`config.mk`:
```
export PLATFORM = sky130hd
export DESIGN_NAME = udma_spim_mch_reg_if
export DESIGN_NICKNAME = d
export VERILOG_FILES = /design/src/rtl/udma_spim_mch_reg_if.sv
export SDC_FILE = /design/constraint.sdc
export NUM_CORES = 1
export LEC_CHECK = 0
export CORE_AREA = 10 10 177 179
export DETAILED_ROUTE_END_ITERATION = 10
export DIE_AREA = 0 0 187 189
export GPL_ROUTABILITY_DRIVEN = 0
export HOLD_SLACK_MARGIN = 0.06
export PLACE_DENSITY = 0.67
export SYNTH_ARGS = -nofsm -noshare
export SYNTH_HDL_FRONTEND = slang
export SYNTH_SLANG_ARGS = --single-unit
```
`constraint.sdc`:
```
create_clock -name clk_i -period 3.01 [get_ports clk_i]
set_input_delay 0.602 -clock clk_i [delete_from_list [all_inputs] [get_ports clk_i]]
set_output_delay 0.602 -clock clk_i [all_outputs]
set_load 0.05 [all_outputs]
```
`src/rtl/udma_spim_mch_reg_if.sv`:
```
// Multi-channel register interface for the uDMA SPI master: per-channel
// address/size/config registers, in-stream setup decode and deferred enables.
module udma_spim_mch_reg_if #(
  parameter int L2_AWIDTH_NOAL = 12,
  parameter int TRANS_SIZE     = 16,
  parameter int NCH            = 3
) (
  input  logic                           clk_i,
  input  logic                           rstn_i,
  input  logic [31:0]                    cfg_data_i,
  input  logic [4:0]                     cfg_addr_i,
  input  logic                           cfg_valid_i,
  input  logic                           cfg_rwn_i,
  output logic [31:0]                    cfg_data_o,
  output logic                           cfg_ready_o,
  output logic [NCH*L2_AWIDTH_NOAL-1:0]  cfg_startaddr_o,
  output logic [NCH*TRANS_SIZE-1:0]      cfg_size_o,
  output logic [NCH*2-1:0]               cfg_datasize_o,
  output logic [NCH-1:0]                 cfg_continuous_o,
  output logic [NCH-1:0]                 cfg_en_o,
  output logic [NCH-1:0]                 cfg_clr_o,
  input  logic [NCH-1:0]                 cfg_en_i,
  input  logic [NCH-1:0]                 cfg_pending_i,
  input  logic [NCH*L2_AWIDTH_NOAL-1:0]  cfg_curr_addr_i,
  input  logic [NCH*TRANS_SIZE-1:0]      cfg_bytes_left_i,
  input  logic [31:0]                    udma_cmd_i,
  input  logic                           udma_cmd_valid_i,
  input  logic                           udma_cmd_ready_i
);

  localparam int          AW      = L2_AWIDTH_NOAL;
  localparam int          TS      = TRANS_SIZE;
  localparam logic [3:0]  CMD_UCA = 4'hD;
  localparam logic [3:0]  CMD_UCS = 4'hE;
  localparam logic [3:0]  NCH_W   = 4'(NCH);

  typedef enum logic [1:0] {ST_IDLE, ST_HELD, ST_FIRE} state_e;

  logic [3:0]  cmd_op;
  logic [2:0]  cmd_ch;
  logic        cmd_fire;
  logic        cmd_ch_ok;
  logic        wr_en;
  logic [31:0] rdata_ch [NCH];

  assign cmd_op    = udma_cmd_i[31:28];
  assign cmd_ch    = udma_cmd_i[27:25];
  assign cmd_fire  = udma_cmd_valid_i & udma_cmd_ready_i & ((cmd_op == CMD_UCA) | (cmd_op == CMD_UCS));
  assign cmd_ch_ok = ({1'b0, cmd_ch} < NCH_W);

  // A colliding bus write is stalled rather than dropped; the master retries.
  assign wr_en       = cfg_valid_i & ~cfg_rwn_i & ~cmd_fire;
  assign cfg_ready_o = ~(cfg_valid_i & ~cfg_rwn_i & cmd_fire);

  always_comb begin
    cfg_data_o = 32'h0;
    for (int c = 0; c < NCH; c++) begin
      if (cfg_addr_i[4:2] == 3'(c)) cfg_data_o = rdata_ch[c];
    end
  end

  for (genvar c = 0; c < NCH; c++) begin : g_ch
    logic [AW-1:0] saddr_q, saddr_d, snap_saddr_q, snap_saddr_d;
    logic [TS-1:0] size_q, size_d, snap_size_q, snap_size_d;
    logic [1:0]    ds_q, ds_d;
    logic          cont_q, cont_d, ovf_q, ovf_d, en_q, en_d, clr_q, clr_d;
    state_e        state_q, state_d;
    logic          wr_sel, cmd_sel, req, clr, blocked;

    assign wr_sel  = wr_en & (cfg_addr_i[4:2] == 3'(c));
    assign cmd_sel = cmd_fire & cmd_ch_ok & (cmd_ch == 3'(c));
    assign clr     = wr_sel & (cfg_addr_i[1:0] == 2'd2) & cfg_data_i[5];
    assign req     = (wr_sel & (cfg_addr_i[1:0] == 2'd2) & cfg_data_i[4] & ~cfg_data_i[5])
                   | (cmd_sel & (cmd_op == CMD_UCS));
    assign blocked = cfg_en_i[c] & cfg_pending_i[c];

    always_comb begin
      saddr_d = saddr_q;
      size_d  = size_q;
      ds_d    = ds_q;
      cont_d  = cont_q;
      if (wr_sel) begin
        case (cfg_addr_i[1:0])
          2'd0:    saddr_d = cfg_data_i[AW-1:0];
          2'd1:    size_d  = cfg_data_i[TS-1:0];
          2'd2:    begin cont_d = cfg_data_i[0]; ds_d = cfg_data_i[2:1]; end
          default: ;
        endcase
      end
      if (cmd_sel & (cmd_op == CMD_UCA)) saddr_d = udma_cmd_i[AW-1:0];
      if (cmd_sel & (cmd_op == CMD_UCS)) begin
        size_d = udma_cmd_i[TS-1:0];
        ds_d   = udma_cmd_i[24:23];
      end
    end

    // Snapshot takes the post-edge values so a same-cycle setup command is captured.
    always_comb begin
      state_d      = state_q;
      en_d         = 1'b0;
      clr_d        = clr;
      ovf_d        = ovf_q;
      snap_saddr_d = snap_saddr_q;
      snap_size_d  = snap_size_q;
      if (wr_sel & (cfg_addr_i[1:0] == 2'd3) & cfg_data_i[0]) ovf_d = 1'b0;
      if (clr) begin
        state_d = ST_IDLE;
      end else begin
        case (state_q)
          ST_IDLE: if (req) begin
            if (blocked) begin
              state_d      = ST_HELD;
              snap_saddr_d = saddr_d;
              snap_size_d  = size_d;
            end else begin
              en_d = 1'b1;
            end
          end
          ST_HELD: begin
            if (req) ovf_d = 1'b1;
            if (~cfg_pending_i[c]) begin
              state_d = ST_FIRE;
              en_d    = 1'b1;
            end
          end
          ST_FIRE: begin
            if (req) ovf_d = 1'b1;
            state_d = ST_IDLE;
          end
          default: state_d = ST_IDLE;
        endcase
      end
    end

    always_ff @(posedge clk_i or negedge rstn_i) begin
      if (!rstn_i) begin
        saddr_q      <= '0;
        size_q       <= '0;
        ds_q         <= 2'b10;
        cont_q       <= 1'b0;
        snap_saddr_q <= '0;
        snap_size_q  <= '0;
        ovf_q        <= 1'b0;
        en_q         <= 1'b0;
        clr_q        <= 1'b0;
        state_q      <= ST_IDLE;
      end else begin
        saddr_q      <= saddr_d;
        size_q       <= size_d;
        ds_q         <= ds_d;
        cont_q       <= cont_d;
        snap_saddr_q <= snap_saddr_d;
        snap_size_q  <= snap_size_d;
        ovf_q        <= ovf_d;
        en_q         <= en_d;
        clr_q        <= clr_d;
        state_q      <= state_d;
      end
    end

    assign cfg_startaddr_o[c*AW +: AW] = (state_q == ST_IDLE) ? saddr_q : snap_saddr_q;
    assign cfg_size_o[c*TS +: TS]      = (state_q == ST_IDLE) ? size_q  : snap_size_q;
    assign cfg_datasize_o[c*2 +: 2]    = ds_q;
    assign cfg_continuous_o[c]         = cont_q;
    assign cfg_en_o[c]                 = en_q;
    assign cfg_clr_o[c]                = clr_q;

    assign rdata_ch[c] =
      (cfg_addr_i[1:0] == 2'd0) ? {{(32-AW){1'b0}}, cfg_curr_addr_i[c*AW +: AW]} :
      (cfg_addr_i[1:0] == 2'd1) ? {{(32-TS){1'b0}}, cfg_bytes_left_i[c*TS +: TS]} :
      (cfg_addr_i[1:0] == 2'd2) ? {26'h0, cfg_pending_i[c], cfg_en_i[c], 1'b0, ds_q, cont_q} :
                                  {30'h0, (state_q == ST_HELD), ovf_q};
  end

endmodule
```
# Word-level counts from Yosys, hierarchy flattened
# Cells that the tools add are included.
op_classes:
  addsub: 0
  n_mul: 0
  div_mod_pow: 0
  order_cmp: 1
  eq_ne: 24
  shift: 0
  mux: 85
  bitwise_logic: 50
  n_reduce_logical: 27
op_table:
  columns: ["cell", "n"]
  rows:
  - ["two-way mux 16 bit", 18]
  - ["two-way mux 12 bit", 12]
  - ["two-way mux 32 bit", 3]
  - ["AND 1 bit", 39]
  - ["two-way mux 2 bit", 19]
  - ["inequality test 3 bit (second input constant)", 9]
  - ["two-way mux 1 bit", 24]
  - ["two-way mux 6 bit", 3]
  - ["case mux 2 bit (2 select lines)", 3]
  - ["AND reduction 2 bit", 6]
  - ["AND reduction 4 bit", 3]
  - ["nonzero test 2 bit", 6]
  - ["equality test 2 bit (second input constant)", 5]
  - ["AND reduction 3 bit", 3]
  - ["equality test 2 x 1 -> 1 bit (second input constant)", 4]
  - ["equality test 4 bit (second input constant)", 2]
  - ["logical NOT 2 bit", 4]
  - ["inverter 1 bit", 7]
  - ["equality test 3 x 1 -> 1 bit (second input constant)", 2]
  - ["equality test 3 x 2 -> 1 bit (second input constant)", 2]
  - ["logical NOT 3 bit", 2]
  - ["case mux 1 bit (2 select lines)", 3]
  - ["OR reduction 2 bit", 3]
  - ["OR 1 bit", 4]
  - ["less-than comparator 3 x 2 -> 1 bit (second input constant)", 1]
word_totals:
  ff_bits: 192
  latchBits: 0
  ram_bits: 0
  romBits: 0
  in_bits: 165
  out_inout_bits: 132
  wordCells: 217
  n_memories: 0

# Logic depth before layout (Yosys ltp)
# Gate-level depths: netlist (run 1).
logic_depth:
  depth_word: 13
  ltp_mapped: 8
  ltp_nobuf: 7

# Worst setup path before layout (run 1)
# No wires, ideal clock.
synth_path:
  path_type: "input to output"
  start: "input port cfg_addr_i[2]"
  end: "output port cfg_data_o[10]"
  arrival_time_ns: 2.865
  required_ns: 2.408
  setup_slack_ns: -0.457
  cell_stages: 5
  n_path_buf: 3
  cell_sequence: "buf_2 > or3b_2 > clkbuf_1 > clkbuf_1 > o31ai_1"
synth_between:
  elab_chain_len: 4
  elab_cells_between_ends: 6
  cone_classes: "eq/ne: 2; mux: 3; reduce/logical: 1"
synth_lines:
  columns: ["element", "line_no", "text"]
  rows:
  - ["start: declaration", "11", "input logic [4:0] cfg_addr_i,"]
  - ["logical NOT 3 bit", "58", "if (cfg_addr_i[4:2] == 3'(c)) cfg_data_o = rdata_ch[c];"]
  - ["two-way mux 32 bit (2 in series)", "58", null]
  - ["two-way mux 32 bit (*)", "58", null]
  - ["end: declaration", "14", "output logic [31:0] cfg_data_o,"]
# Mark *: on every way between the ends. The rest lies on a longest branch, timed or not.

# Worst setup path in the final report (run 1)
layout_path:
  start: "input port cfg_addr_i[0]"
  end: "output port cfg_data_o[0]"
layout_between:
  elab_chain_len: 7
  elab_cells_between_ends: 15
  cone_classes: "eq/ne: 2; mux: 12; reduce/logical: 1"
layout_lines:
  columns: ["element", "line_no", "text"]
  rows:
  - ["equality test 2 bit", "171", "(cfg_addr_i[1:0] == 2'd2) ? {26'h0, cfg_pending_i[c], cfg_en_i[c], 1'b0, ds_q, cont_q} :"]
  - ["two-way mux 6 bit", "171", null]
  - ["two-way mux 16 bit", "170", "(cfg_addr_i[1:0] == 2'd1) ? {{(32-TS){1'b0}}, cfg_bytes_left_i[c*TS +: TS]} :"]
  - ["two-way mux 16 bit", "169", "(cfg_addr_i[1:0] == 2'd0) ? {{(32-AW){1'b0}}, cfg_curr_addr_i[c*AW +: AW]} :"]
  - ["two-way mux 32 bit (2 in series)", "58", null]
  - ["two-way mux 32 bit (*)", "58", null]
# Marked as above.

==> results of run 1 <==
## repair_timing
item / in CTS / in global routing
gates cloned: 0 / 0
endpoints found under the setup margin: 1 / 11
pin swaps: 0 / 1
gates resized for setup: 0 / 8
## Yosys cell counts (all sizes together) (5+ instances only)
| cell | count | share of area |
|---|---|---|
| ha | 6 | 0.0069 |
| mux2i | 77 | 0.071 |
| clkbuf | 52 | 0.018 |
| nand3 | 5 | 0.0023 |
| o21ai | 72 | 0.033 |
| buf | 55 | 0.035 |
| nor2b | 7 | 0.0040 |
| a21oi | 41 | 0.019 |
| mux2 | 125 | 0.14 |
| o22ai | 84 | 0.048 |
| o31ai | 25 | 0.021 |
| nand4b | 5 | 0.0054 |
| inv | 40 | 0.014 |
| nand2 | 101 | 0.035 |
| o211ai | 8 | 0.0081 |
| nand2b | 5 | 0.0029 |
| dfrtp | 189 | 0.43 |
| nor2 | 96 | 0.033 |
| nand4 | 5 | 0.0029 |
## critical path, stage by stage
cell and delay (ns):
buf_2 0.42, and2_1 0.26, a21oi_1 0.09, o22ai_1 0.18
a21oi_1 0.07, o31ai_2 0.36, buf_12 0.18
## worst paths after layout
| kind | from | slack, ns | to | cells after the start |
|---|---|---|---|---|
| min in group clk_i | g_ch[1].snap_size_q[4]$_DFFE_PN0P_ | 0.48 | g_ch[1].snap_size_q[4]$_DFFE_PN0P_ | 2 |
| max in group asynchronous | rstn_i | 1.95 | g_ch[1].state_q[1]$_DFFE_PN0P_ | 2 |
| min reg2reg | g_ch[1].snap_size_q[4]$_DFFE_PN0P_ | 0.48 | g_ch[1].snap_size_q[4]$_DFFE_PN0P_ | 2 |
| max reg2reg | g_ch[0].state_q[0]$_DFFE_PN0P_ | 0.98 | g_ch[0].snap_saddr_q[2]$_DFFE_PN0P_ | 6 |
| min | rstn_i | 0.14 | g_ch[0].saddr_q[7]$_DFF_PN0_ | 1 |
| max | cfg_addr_i[0] | 0.22 | cfg_data_o[0] | 7 |
## area by class of cell
cell class | count | area [µm²] | area share
clock buffer | 20 | 436.7 | 0.02786
inverter | 40 | 150.1 | 0.009581
sequential | 192 | 4808 | 0.3068
tap | 378 | 473.0 | 0.03018
timing repair buffer | 335 | 4090 | 0.2610
clock inverter | 12 | 157.7 | 0.01006
multi-input combinational | 747 | 5555 | 0.3545
## through the flow
| stage | hold WS [ns] | instances | worst slack, ns | total power, mW | setup TNS, ns |
|---|---|---|---|---|---|
| detailed placement | 0.4632 | 1692 | -0.008859 | 6.943 | -0.008859 |
| global route | 0.1872 | 1724 | 0.1082 | 9.594 | 0 |
| global placement | 0.4557 | 1692 | -0.02209 | 6.907 | -0.02209 |
| floorplan | 0.3064 | 1086 | -0.1385 | 5.121 | -0.1385 |
| finish | 0.1390 | 1724 | 0.2233 | 9.226 | 0 |
| CTS | 0.1735 | 1724 | -0.01541 | 9.299 | -0.01541 |
## power groups by stage
| stage | logic [mW] | registers [mW] | clock network (mW) |
|---|---|---|---|
| 2_1_floorplan | 2.04 | 3.08 | 0 |
| 3_3_place_gp | 3.85 | 3.05 | 0 |
| 3_5_place_dp | 3.87 | 3.07 | 0 |
| 4_1_cts | 3.89 | 3.02 | 2.38 |
| 5_1_grt | 4.04 | 3.06 | 2.49 |
| 6_report | 3.85 | 3.02 | 2.35 |
## per-layer routing
| metal | global-route usage | wire, µm | share of wire | vias up |
|---|---|---|---|---|
| li1 | - | - | - | 4341 |
| met1 | 0.2540 | 15850 | 0.41 | 4580 |
| met2 | 0.3660 | 18940 | 0.50 | 386 |
| met3 | 0.05605 | 2602 | 0.068 | 49 |
| met4 | 0.06359 | 854 | 0.022 | 0 |
| met5 | 0 | 0 | 0 | - |
## logic make-up (layout without fill, tap and decap cells)
logic type,Yosys count,count (layout),share of synthesized area
compound gates,262,262,0.1565
xor+xnor,2,2,0.004008
fa+ha+maj,6,6,0.006870
buf+inv,147,407,0.06698
flops,192,192,0.4400
mux,204,204,0.2134
other cells,1,16,0.0003432
simple gates,257,257,0.1119
## flip-flops by register name, indices dropped and copies added (netlist names)
signal,cells
g_ch.saddr_q,36
g_ch.state_q,6
g_ch.ovf_q,3
g_ch.snap_size_q,48
g_ch.en_q,3
g_ch.ds_q,6
g_ch.cont_q,3
g_ch.size_q,48
g_ch.snap_saddr_q,36
g_ch.clr_q,3
==> out/qor.csv, run 1 <==
metric,value,unit
Switch Pwr,3.383,mW
initial core utilization,0.3955,
CTS buffer count,17,
"commonest non-fill, non-tap cell in the layout",dfrtp_1,
finished layout cell area,15670,µm²
total track usage,0.2121,
Root Driver,clkbuf_16,
core area,27630,µm²
fin crit period,2.787,ns
final setup vio count,0,
diodes inserted,0,
Post-CTS Hold Buffers,0,
YS warnings,0,
drt total wl,38240,µm
sequential cell fraction of total power,0.328,
die area,35340,µm²
DRC violations left,0,
status,completed,
Die Height,189,µm
vias,9356,
Sw Share,0.3666,
mean post-synth cell area,10.20,µm²
Peak supply drop,0.5706,mV
Fill cells,2393,
Clock transition at path regs,0.07,ns
RSZ-0062 raised after global routing,no,
Critical Path Fanout Max,23,
Crit. End Element,output pin,
routed vias/inst,5.427,
clock network power share,0.255,
CTS tree,built,
Max-Slew Margin vs Limit,0.4335,
total gr overflow,0,
I/O pins,297,
DRT Pass-1 Iters,5,
Pint,5.844,mW
CTS Sinks,192,
PortBufs,257,
"commonest non-fill, non-tap cells in the layout","dfrtp_1, clkdlybuf4s50_1, nand2_1, nor2_1, mux2_2",
P&R area growth vs syn,43.41,%
WL per Instance,22.18,µm
initial drt markers,481,
row cnt,61,
Post-Synthesis Cells,1071,
Comb pwr share,0.418,
layout cells sized above 1,0.2890,
Final period util,0.9258,
placed cell area,15040,µm²
final hold vios,0,
DP HPWL,28740,µm
first-pass GRT wire length,58950,µm
H-Tree Depth,4,
maxcap violations,0,
Hold Crit Class,input pin to async pin,
main flop type after synthesis,dfrtp_1,
"FFs w/ async S/R, synth",1.000,
#FFs+latches synth,192,
Netlist cell types,72,
maximum clock rate,358.9,MHz
# Post-CTS Setup Buffers,0,
post-route ant nets,0,
P_leak,7.156,nW
Clock Path Buffers,2,
synthesized area,10930,µm²
power density cells,588.7,nW/µm²
"EDFF count, synth",0,
nets,1504,
"Clk Latency, worst-skew pair",0.44,ns
Final Max Tran Viols,0,
startpoint types,input pin,
vias in the first global route,9738,
Worst Skew,0.01615,ns
antenna violations before repair,0,
Die Width,187,µm
Crit Path Class,input pin to output pin,
crit path DAT,2.18,ns
register area share after synthesis,0.4400,
WP data required,2.41,ns
Util after Layout,0.5672,
Worst Max-Slew Pin Slew,0.8471,ns
largest net degree at the start of global routing,67,
No activity file was read; power rests on OpenSTA's default activity.
==> inputs of run 2 (changes only) <==
CORE_AREA = 10 10 146 148   (was 10 10 177 179)
DIE_AREA = 0 0 156 158   (was 0 0 187 189)
DONT_BUFFER_PORTS = 1   (was default)
PLACE_DENSITY = 0.75   (was 0.67)
==> out/qor.csv, run 2 (synthesis results as in run 1) <==
metric,value,unit,change
CTS Sinks,192,,unchanged
# Post-CTS Setup Buffers,0,,unchanged
Hold Slack,-0.1396,ns,-0.2786 ns
Clock Path Buffers,2,,unchanged
total gr overflow,0,,unchanged
Worst Skew,0.007590,ns,-0.008559 ns
H-Tree Depth,4,,unchanged
"Clk Latency, worst-skew pair",0.44,ns,about the same
Max-Slew Margin vs Limit,0.5978,,+0.1643
routed vias/inst,6.358,,+17%
Critical Path Fanout Max,3,,-87%
vias,8303,,-11%
final setup vio count,0,,unchanged
dpl cells,1274,,-25%
startpoint types,flop,,
maxcap violations,0,,unchanged
Final period util,0.9090,,-0.01685
Root Driver,clkbuf_16,,
"commonest non-fill, non-tap cells in the layout","dfrtp_1, nand2_1, nor2_1, mux2_2, o22ai_1",,
Crit. End Element,output pin,,
Crit Path Class,flop to output pin,,
CTS tree,built,,
Clock transition at path regs,0.07,ns,about the same
RSZ-0062 raised after global routing,no,,
initial core utilization,0.5921,,+0.1966
largest net degree at the start of global routing,193,,+190%
Buf/Inv on CP,1,,-1
Final Max Tran Viols,0,,unchanged
P&R area growth vs syn,8.186,%,
violated checks,negative hold slack,,
PortBufs,0,,-100%
"slowest stage cell, crit path",dfrtp_1,,
CP cell instances,mux2_2 -> nand2_1 -> o21ai_0 -> a21oi_1 -> o31ai_2 -> buf_4,,
Die Width,156,µm,-17%
Post-CTS Resized,0,,unchanged
final hold vios,189,,+189
Non-Filler Instances,1306,,-24%
fin crit period,2.736,ns,-0.05072 ns
Fill cells,1488,,-38%
I/O pins,297,,unchanged
Hold Crit Class,input pin to async pin,,
total track usage,0.2618,,+0.04972
post-route ant nets,0,,unchanged
"commonest non-fill, non-tap cell in the layout",dfrtp_1,,
drt total wl,33370,µm,-13%
vias in the first global route,8229,,-15%
status,finished with violations,,
initial drt markers,689,,+43%
power density cells,638.7,nW/µm²,+8.5%
DRT Pass-1 Iters,5,,unchanged
antenna violations before repair,0,,unchanged
P_leak,5.559,nW,-22%
CTS buffer count,17,,unchanged
WP data required,2.41,ns,about the same
Die Height,158,µm,-16%
die area,24650,µm²,-30%
first-pass GRT wire length,49630,µm,-16%
layout cells sized above 1,0.2528,,-0.03621
row cnt,50,,-18%
DRC violations left,0,,unchanged
Peak supply drop,0.5151,mV,-9.7%
delay of the slowest critical-path stage,0.68,ns,+0.26 ns
DP HPWL,24070,µm,-16%
crit path DAT,2.13,ns,-0.05 ns
WL per Instance,25.55,µm,+15%
Worst Max-Slew Pin Slew,0.6017,ns,-0.2455 ns
maximum clock rate,365.5,MHz,+1.9%
diodes inserted,0,,unchanged
core area,18460,µm²,-33%
"CP delay by family, top",flip-flops,,
top flop regs,"g_ch.size_q (48), g_ch.snap_size_q (48)",,
nets,1230,,-18%
==> run 2: changes by cell type in the layout (fill, tap and decap cells not counted), moves of 2 or more <==
cell / change
inv_6: +3
clkbuf_1: -3
bufinv_16: -3
buf_12: -92
dlymetal6s2s_1: -4
o21ai_1: +11
clkdlybuf4s50_1: -150
clkinv_2: -2
o21ai_0: -11
buf_4: -26
clkinv_4: +5
==> run 2: per-stage QoR <==
stage | setup WS (ns) | power, mW | cell area (µm²) | utilization | setup TNS [ns]
after floorplan | -0.1385 | 5.121 | 11060 | - | -0.1385
after global placement | 0.4350 | 5.417 | 11270 | 0.6106 | 0
after detailed placement | 0.4149 | 5.463 | 11270 | 0.6106 | 0
after CTS | 0.2460 | 7.599 | 11820 | 0.6406 | 0
after global routing | 0.1724 | 7.840 | 11820 | 0.6406 | 0
final | 0.2740 | 7.551 | 11820 | 0.6406 | 0
==> run 2: area by class of cell <==
type	instances	area, µm²	share of cell area
clock buffers	17	425.4	0.03598
clock inverters	15	127.6	0.01079
inverters	40	150.1	0.01270
multi-input cells	747	5535	0.4682
flip-flops and latches	192	4808	0.4067
well taps	234	292.8	0.02476
repair buffers	61	483.0	0.04085
==> run 2: per-layer routing <==
metal | wire length, µm | share of wire | up-vias | track usage
li1 | - | - | 3779 | -
met1 | 12430 | 0.37 | 4091 | 0.2916
met2 | 16700 | 0.50 | 378 | 0.4529
met3 | 3198 | 0.096 | 55 | 0.09009
met4 | 1039 | 0.031 | 0 | 0.1007
met5 | 0 | 0 | - | 0
==> run 2: path summary, 6_finish.rpt <==
path / start / to / slack [ns] / depth (start not counted)
worst max-delay path: g_ch[0].ds_q[0]$_DFFE_PN0P_ / cfg_data_o[1] / 0.27 / 6
worst min-delay path: rstn_i / g_ch[2].saddr_q[3]$_DFF_PN0_ / -0.14 / 0
worst max register to register: g_ch[2].state_q[1]$_DFFE_PN0P_ / g_ch[2].snap_size_q[4]$_DFFE_PN0P_ / 0.86 / 6
worst min register to register: g_ch[1].snap_size_q[6]$_DFFE_PN0P_ / g_ch[1].snap_size_q[6]$_DFFE_PN0P_ / 0.48 / 2
max in group asynchronous: rstn_i / g_ch[1].ds_q[1]$_DFFE_PN1P_ / 2.80 / 0
min in group clk_i: cfg_en_i[0] / g_ch[0].en_q$_DFF_PN0_ / 0.27 / 1
==> run 2: power by group <==
group          switching, mW  leakage (nW)  total [mW]  internal (mW)
Sequential             0.242          2.46        3.10           2.86
Clock                   1.07         0.267        2.15           1.08
Combinational           1.69          2.83        2.30          0.607
Total                   3.00          5.56        7.55           4.55
